`src/rtl/demux_1to4_stream.sv`:
```
// Packet-aware 1:4 stream demultiplexer with one small FIFO per output lane.
// The lane is chosen on the first beat of a packet and held until its last beat.
module demux_1to4_stream #(
  parameter int unsigned DATA_WIDTH = 8,
  parameter int unsigned FIFO_DEPTH = 2
) (
  input  logic                    clk,
  input  logic                    rst,
  input  logic [1:0]              sel,
  input  logic [DATA_WIDTH-1:0]   in_data,
  input  logic                    in_valid,
  input  logic                    in_last,
  output logic                    in_ready,
  output logic [4*DATA_WIDTH-1:0] out_data,
  output logic [3:0]              out_valid,
  output logic [3:0]              out_last,
  input  logic [3:0]              out_ready,
  output logic                    busy,
  output logic [1:0]              cur_sel
);

  localparam int unsigned AW = $clog2(FIFO_DEPTH);
  localparam logic [AW:0] PtrOne = (AW+1)'(1);

  typedef enum logic [0:0] {StIdle, StRoute} state_e;

  state_e     state_q, state_d;
  logic [1:0] route_sel_q, route_sel_d;
  logic [1:0] target;
  logic       accept;
  logic [3:0] full, empty, push;

  always_comb begin
    target   = (state_q == StRoute) ? route_sel_q : sel;
    in_ready = !full[target];
    accept   = in_valid && in_ready;
  end

  always_comb begin
    state_d     = state_q;
    route_sel_d = route_sel_q;
    unique case (state_q)
      StIdle: begin
        if (accept) begin
          route_sel_d = sel;
          if (!in_last) state_d = StRoute;
        end
      end
      StRoute: begin
        if (accept && in_last) state_d = StIdle;
      end
      default: state_d = StIdle;
    endcase
  end

  always_ff @(posedge clk or posedge rst) begin
    if (rst) begin
      state_q     <= StIdle;
      route_sel_q <= 2'd0;
    end else begin
      state_q     <= state_d;
      route_sel_q <= route_sel_d;
    end
  end

  assign busy    = (state_q == StRoute);
  assign cur_sel = route_sel_q;

  for (genvar k = 0; k < 4; k++) begin : g_lane
    logic [AW:0]         wptr_q, rptr_q;
    logic [DATA_WIDTH:0] mem_q [FIFO_DEPTH];
    logic                pop;

    // Extra MSB on the pointers tells full from empty when the index bits match.
    assign empty[k] = (wptr_q == rptr_q);
    assign full[k]  = (wptr_q[AW] != rptr_q[AW]) && (wptr_q[AW-1:0] == rptr_q[AW-1:0]);
    assign push[k]  = accept && (target == 2'(k));
    assign pop      = !empty[k] && out_ready[k];

    always_ff @(posedge clk or posedge rst) begin
      if (rst) begin
        wptr_q <= '0;
        rptr_q <= '0;
      end else begin
        if (push[k]) wptr_q <= wptr_q + PtrOne;
        if (pop)     rptr_q <= rptr_q + PtrOne;
      end
    end

    always_ff @(posedge clk) begin
      if (push[k]) mem_q[wptr_q[AW-1:0]] <= {in_last, in_data};
    end

    assign {out_last[k], out_data[k*DATA_WIDTH +: DATA_WIDTH]} = mem_q[rptr_q[AW-1:0]];
    assign out_valid[k] = !empty[k];
  end

endmodule

```
`config.mk`:
```
export PLATFORM = sky130hd
export DESIGN_NAME = demux_1to4_stream
export DESIGN_NICKNAME = d
export VERILOG_FILES = /design/src/rtl/demux_1to4_stream.sv
export SDC_FILE = /design/constraint.sdc
export NUM_CORES = 1
export LEC_CHECK = 0
export ABC_AREA = 1
export BUFFER_PORTS_ARGS = -buffer_cell sky130_fd_sc_hd__buf_4
export CORE_UTILIZATION = 40
export DETAILED_ROUTE_END_ITERATION = 12
export PLACE_DENSITY_LB_ADDON = 0.2
export SLEW_MARGIN = 20
export SYNTH_ARGS = -nofsm -noshare
export SYNTH_HDL_FRONTEND = slang
export SYNTH_SLANG_ARGS = --single-unit
```
`constraint.sdc`:
```
create_clock -name clk -period 5.5 [get_ports clk]
set_input_delay 0.825 -clock clk [delete_from_list [all_inputs] [get_ports clk]]
set_output_delay 0.825 -clock clk [all_outputs]
set_load 0.01 [all_outputs]
```
After elaboration in Yosys (flattened, before gate mapping) --
Memory sizes are Yosys's and may differ from the RTL's. Cells that the tools add are included.
Word-level totals: register bits after elaboration 19, memory bits (writable) 72, input bits 18, output and inout port bits 44, logic and storage cells 75, memories kept 4
Cells by class: add/subtract/negate cells 8, magnitude comparators 1, eq/ne operators 15, multiplexer cells 15, bitwise gates (word level) 1, reduce and logical (&&, ||, !) cells 21
Memories:
- g_lane[0].mem_q | depth 2, bits a word 9, read ports 1, clocked after Yosys merged registers in 0, wr ports 1, RTL line 71 | logic [DATA_WIDTH:0] mem_q [FIFO_DEPTH];
- g_lane[1].mem_q | depth 2, bits a word 9, read ports 1, clocked after Yosys merged registers in 0, wr ports 1, RTL line 71
- g_lane[2].mem_q | depth 2, bits a word 9, read ports 1, clocked after Yosys merged registers in 0, wr ports 1, RTL line 71
- g_lane[3].mem_q | depth 2, bits a word 9, read ports 1, clocked after Yosys merged registers in 0, wr ports 1, RTL line 71
Operator list (count):
- adder 2 x 1 -> 2 bit, second input constant | 8
- logical AND 1 bit | 14
- two-way mux 1 bit | 12
- equality test 2 bit | 4
- zero test 1 bit | 5
- equality test 1 bit | 4
- equality test 2 bit, second input constant | 2
- inequality test 1 bit | 4
- < comparator 2 x 3 -> 1 bit, second input constant | 1
- binary-select mux 1 bit (select 2 bit) | 1
- equality test 2 x 1 -> 1 bit, second input constant | 1
- zero test 2 bit | 1
- two-way mux 2 bit | 1
- one-hot mux 1 bit (2 select lines) | 1
- AND reduction 2 bit | 1
- NOT 1 bit | 1

Depth between registers and ports, before layout --
word-level depth 9, mapped depth 10, mapped depth without buffers 10

Least setup slack after synthesis --
OpenSTA, ideal clock, no wires.
path kind input -> output, from input port sel[1], to output port in_ready, arrival time 1.507 ns, data required time 4.675 ns, path slack 3.168 ns, cell stages on the path 8, buffers on the path 1, cell sequence inv_1 > nand2_1 > nand2_2 > nor2_4 > nand2_1 > nand2_2 > nor2_4 > buf_8
On the way: cells in the longest elaborated chain, start to end 4
RTL lines:
- start, declared | RTL line 9 | input logic [1:0] sel,
- two-way mux 2 bit | RTL line 34 | target = (state_q == StRoute) ? route_sel_q : sel;
- binary-select mux 1 bit (select 2 bit) | RTL line 35 | in_ready = !full[target];
- two-way mux 1 bit (implied by the code) | RTL line 35
- zero test 1 bit | RTL line 35
- end, declared | RTL line 13 | output logic in_ready,
Every way passes these cells. The select of a mux whose other input is x is not followed.

Worst setup path after layout --
from register g_lane[0].rptr_q[0], to output port in_ready
On the way: cells in the longest elaborated chain, start to end 5
RTL lines:
- start, declared | RTL line 70 | logic [AW:0] wptr_q, rptr_q;
- start signal, assigned | RTL line 86 | if (pop) rptr_q <= rptr_q + PtrOne;
- equality test 1 bit | RTL line 76 | assign full[k] = (wptr_q[AW] != rptr_q[AW]) && (wptr_q[AW-1:0] == rptr_q[AW-1:0]);
- logical AND 1 bit | RTL line 76
- binary-select mux 1 bit (select 2 bit) | RTL line 35
- two-way mux 1 bit (implied by the code) | RTL line 35
- zero test 1 bit | RTL line 35
Every way passes these cells. The select of a mux whose other input is x is not followed.

==> key figures <==
Run status
  • Status: finished clean

Detailed routing
  • Vias per cell: 4.70
  • Via count: approximately 2500
  • DRT iter0 DRCs: 134
  • TritonRoute pass-1 iters: 5
  • DR WL/cell: 14.4 um
  • DR DRC count: 0
  • Drt total wl: 7670 um
  • Post-detailed-route count of antenna-violating nets: 0

Timing
  • Tcrit/Tclk final: 54.3%
  • Minimum clock period: 2.99 ns
  • Slew Limit Fails: 0
  • Unrepaired setup endpoints after global routing: no
  • Total negative slack: 0 ns
  • Slew margin rel.: 48.2%
  • Worst Tran Pin Value: between 0.7 and 0.8 ns
  • Max Freq: between 300 and 400 MHz
  • Fin Hold WS: slightly below 0.5 ns
  • Final clock skew: ~0.011 ns
  • Setup violations, final: 0
  • Count of final hold-check violations: 0

Placement
  • RD Place Congestion: just over 0.8
  • Buffers on Ports: 61
  • Detail Placement HPWL: a little over 5000 um

Logic synthesis
  • Synth cell types: 19
  • Syn Area/Cell: between 10 and 15 um^2
  • Post-synth EDFFs: 72
  • Mapped cell area: between 3000 and 4000 um^2
  • Seq/Total Area, Yosys: 69.5%
  • #FFs+latches synth: 91
  • Top-area cell type share of the netlist area: ~57%
  • Post-Syn Nets: between 300 and 400
  • Most common cell in the netlist: nand2_1
  • Ys async rst share: approximately a fifth
  • Synth warn: 0
  • Synth top area cells: edfxtp_1 (57%), nand2_1 (17%), dfrtp_1 (13%), inv_1 (2.5%), xor2_1 (1.8%)
  • Synth top cells by count: nand2_1 (172), edfxtp_1 (72), inv_1 (25)
  • Yosys top cell by area: edfxtp_1
  • Cell count after synthesis: approximately 360
  • Most used DFF post-synth: edfxtp_1

Power and ir drop
  • Leak Pwr: just over 2 nW
  • Power per cell area: 554 nW/um^2
  • Total power: about 0.0025 W
  • Worst vdd ir: approximately 0.26 mV

Cells and area
  • Nets: approximately 440
  • Diodes inserted: 0
  • Ratio of cells with drive above 1 in the final layout: around a fifth
  • Utilization after layout: 49.2%
  • Syn-to-layout area delta: 19.3%

Floorplanning
  • Die H: 99.4 um
  • Die area: between 9000 and 10000 um^2
  • # IOs: 62
  • Num rows: 35
  • Die width: 99.4 um
  • Core area: between 9000 and 10000 um^2
  • Starting density of the core: between 40% and 50%

Clocking
  • Post-CTS setup buffers: 0
  • Clock sinks: 91
  • Clock Tree Buf Depth: 2
  • CTS clock-pin slew for the worst setup and hold paths: 0.09 ns
  • CTS Root Buffer Type: clkbuf_8
  • Clk Latency, worst-skew pair: 0.35 ns
  • H-tree depth: 3
  • CTS resizes: 0
  • Hold_buf cts: 0
  • TritonCTS clock tree: done
  • Num CTS Buffers: 9

Worst hold path
  • Hold path start: g_lane[1].rptr_q[1]
  • Hold depth: 1
  • Worst min path class: reg -> reg
  • Worst-case hold path end point: g_lane[1].rptr_q[1]

Critical path
  • CP max FO: 17
  • Reg-to-reg critical path startpoint: g_lane[0].rptr_q[0]
  • R2R cell count: 9
  • Critical Path AT: approximately 2.2 ns
  • Critical Path Start: g_lane[0].rptr_q[0]
  • CP Capture Type: output port
  • Top delay family on crit path: simple AND/OR/NAND/NOR gates
  • Reg2reg end: g_lane[1].mem_q[1][8]
  • Bufs and invs on worst path: 2
  • Startpoint types: flip-flop
  • Setup slack, reg-to-reg: between 2 and 3 ns
  • CP max stage cell: dfrtp_1
  • Worst stage delay on the critical path: between 0.5 and 0.6 ns
  • CP Cell Sequence: inv_1 > nand2_1 > nand2_1 > nor2_1 > nand2_1 > nand2_2 > nor2_4 > buf_4
  • Cell mode on critical path: nand2_1
  • Kind of critical path: reg -> out
  • Worst Path Required: approximately 4.7 ns

Global routing
  • Number of global-route vias before repair: around 2400
  • Met3 Use GR: between 3 and 4%
  • Congestion Overflow GR: 0
  • Grt met1 use: a little under a quarter
  • Top Usage Layer GRT: met2
  • First-pass GRT wire length: approximately 12000 um
  • Met2 Usage GRT: 26.8%
  • Global Route Usage Sum: roughly 17%
  • Initial antenna violation count: 0
  • Largest net degree at the start of global routing: 20

Run
  • Reported max-cap violation count: 0
## cell type report
cell class / instances / area (um^2)
fill: 859 / 4670
timing repair buffer: 61 / 458
multi-input combinational: 229 / 1000
clock buffer: 9 / 124
sequential: 91 / 2640
tap: 111 / 139
inverter: 26 / 97.6
clock inverter: 6 / 66.3
## report_power, final
| group | internal (W) | leakage, nW | switching, W |
|---|---|---|---|
| logic | 0.000402 | 1.10 | 0.000615 |
| registers | 0.000918 | 0.882 | 0.000128 |
| clock network | 0.000208 | 0.0894 | 0.000235 |
| total | 0.00153 | 2.07 | 0.000978 |
## how the worst max path moves through the flow
| stage | endpoint | slack (ns) | cells after the start |
|---|---|---|---|
| after detailed placement | g_lane[1].mem_q[1][2] | 2.59 | 10 |
| after CTS | in_ready | 2.45 | 8 |
| after floorplan | in_ready | 3.17 | 8 |
| after global routing | in_ready | 2.27 | 8 |
| after global placement | g_lane[3].mem_q[1][0] | 2.65 | 10 |
| final | in_ready | 2.51 | 8 |
## flip-flops by register name, indices dropped and copies added, names as in the netlist, named ones only
| register | flops |
|---|---|
| g_lane.mem_q | 72 |
| cur_sel | 2 |
| g_lane.wptr_q | 8 |
| g_lane.rptr_q | 8 |
## through the flow
| stage | setup WS, ns | std cells | area, um^2 |
|---|---|---|---|
| 6_report | 2.51 | 533 | 4520 |
| 5_1_grt | 2.27 | 533 | 4520 |
| 4_1_cts | 2.45 | 533 | 4520 |
| 3_5_place_dp | 2.59 | 518 | 4330 |
| 3_3_place_gp | 2.65 | 518 | 4330 |
| 2_1_floorplan | 3.17 | 357 | 3790 |
## cell families after synthesis
family	synth area share, %
xor+xnor	1.85
buf+inv	4.06
flops	69.5
simple gates	23.9
compound gates	0.660
## layout by cell type (no fill, tap or decap), drive strengths merged
master,synthesis,layout
nand2,176,176
xor2,8,8
dfrtp,19,19
clkbuf,10,9
buf,1,61
inv,26,27
edfxtp,72,72
a21oi,4,4
o21ai,1,1
bufinv,0,1
nand4,10,10
clkinv,0,2
nor2,21,21
clkinvlp,0,2
nand3,9,9
## metal layers
| metal | routed length [um] | up-vias |
|---|---|---|
| li1 | - | 1277 |
| met1 | 3650 | 1163 |
| met2 | 3670 | 57 |
| met3 | 274 | 7 |
| met4 | 84 | 0 |
| met5 | 0 | - |
No activity file was read; power rests on OpenSTA's default activity.
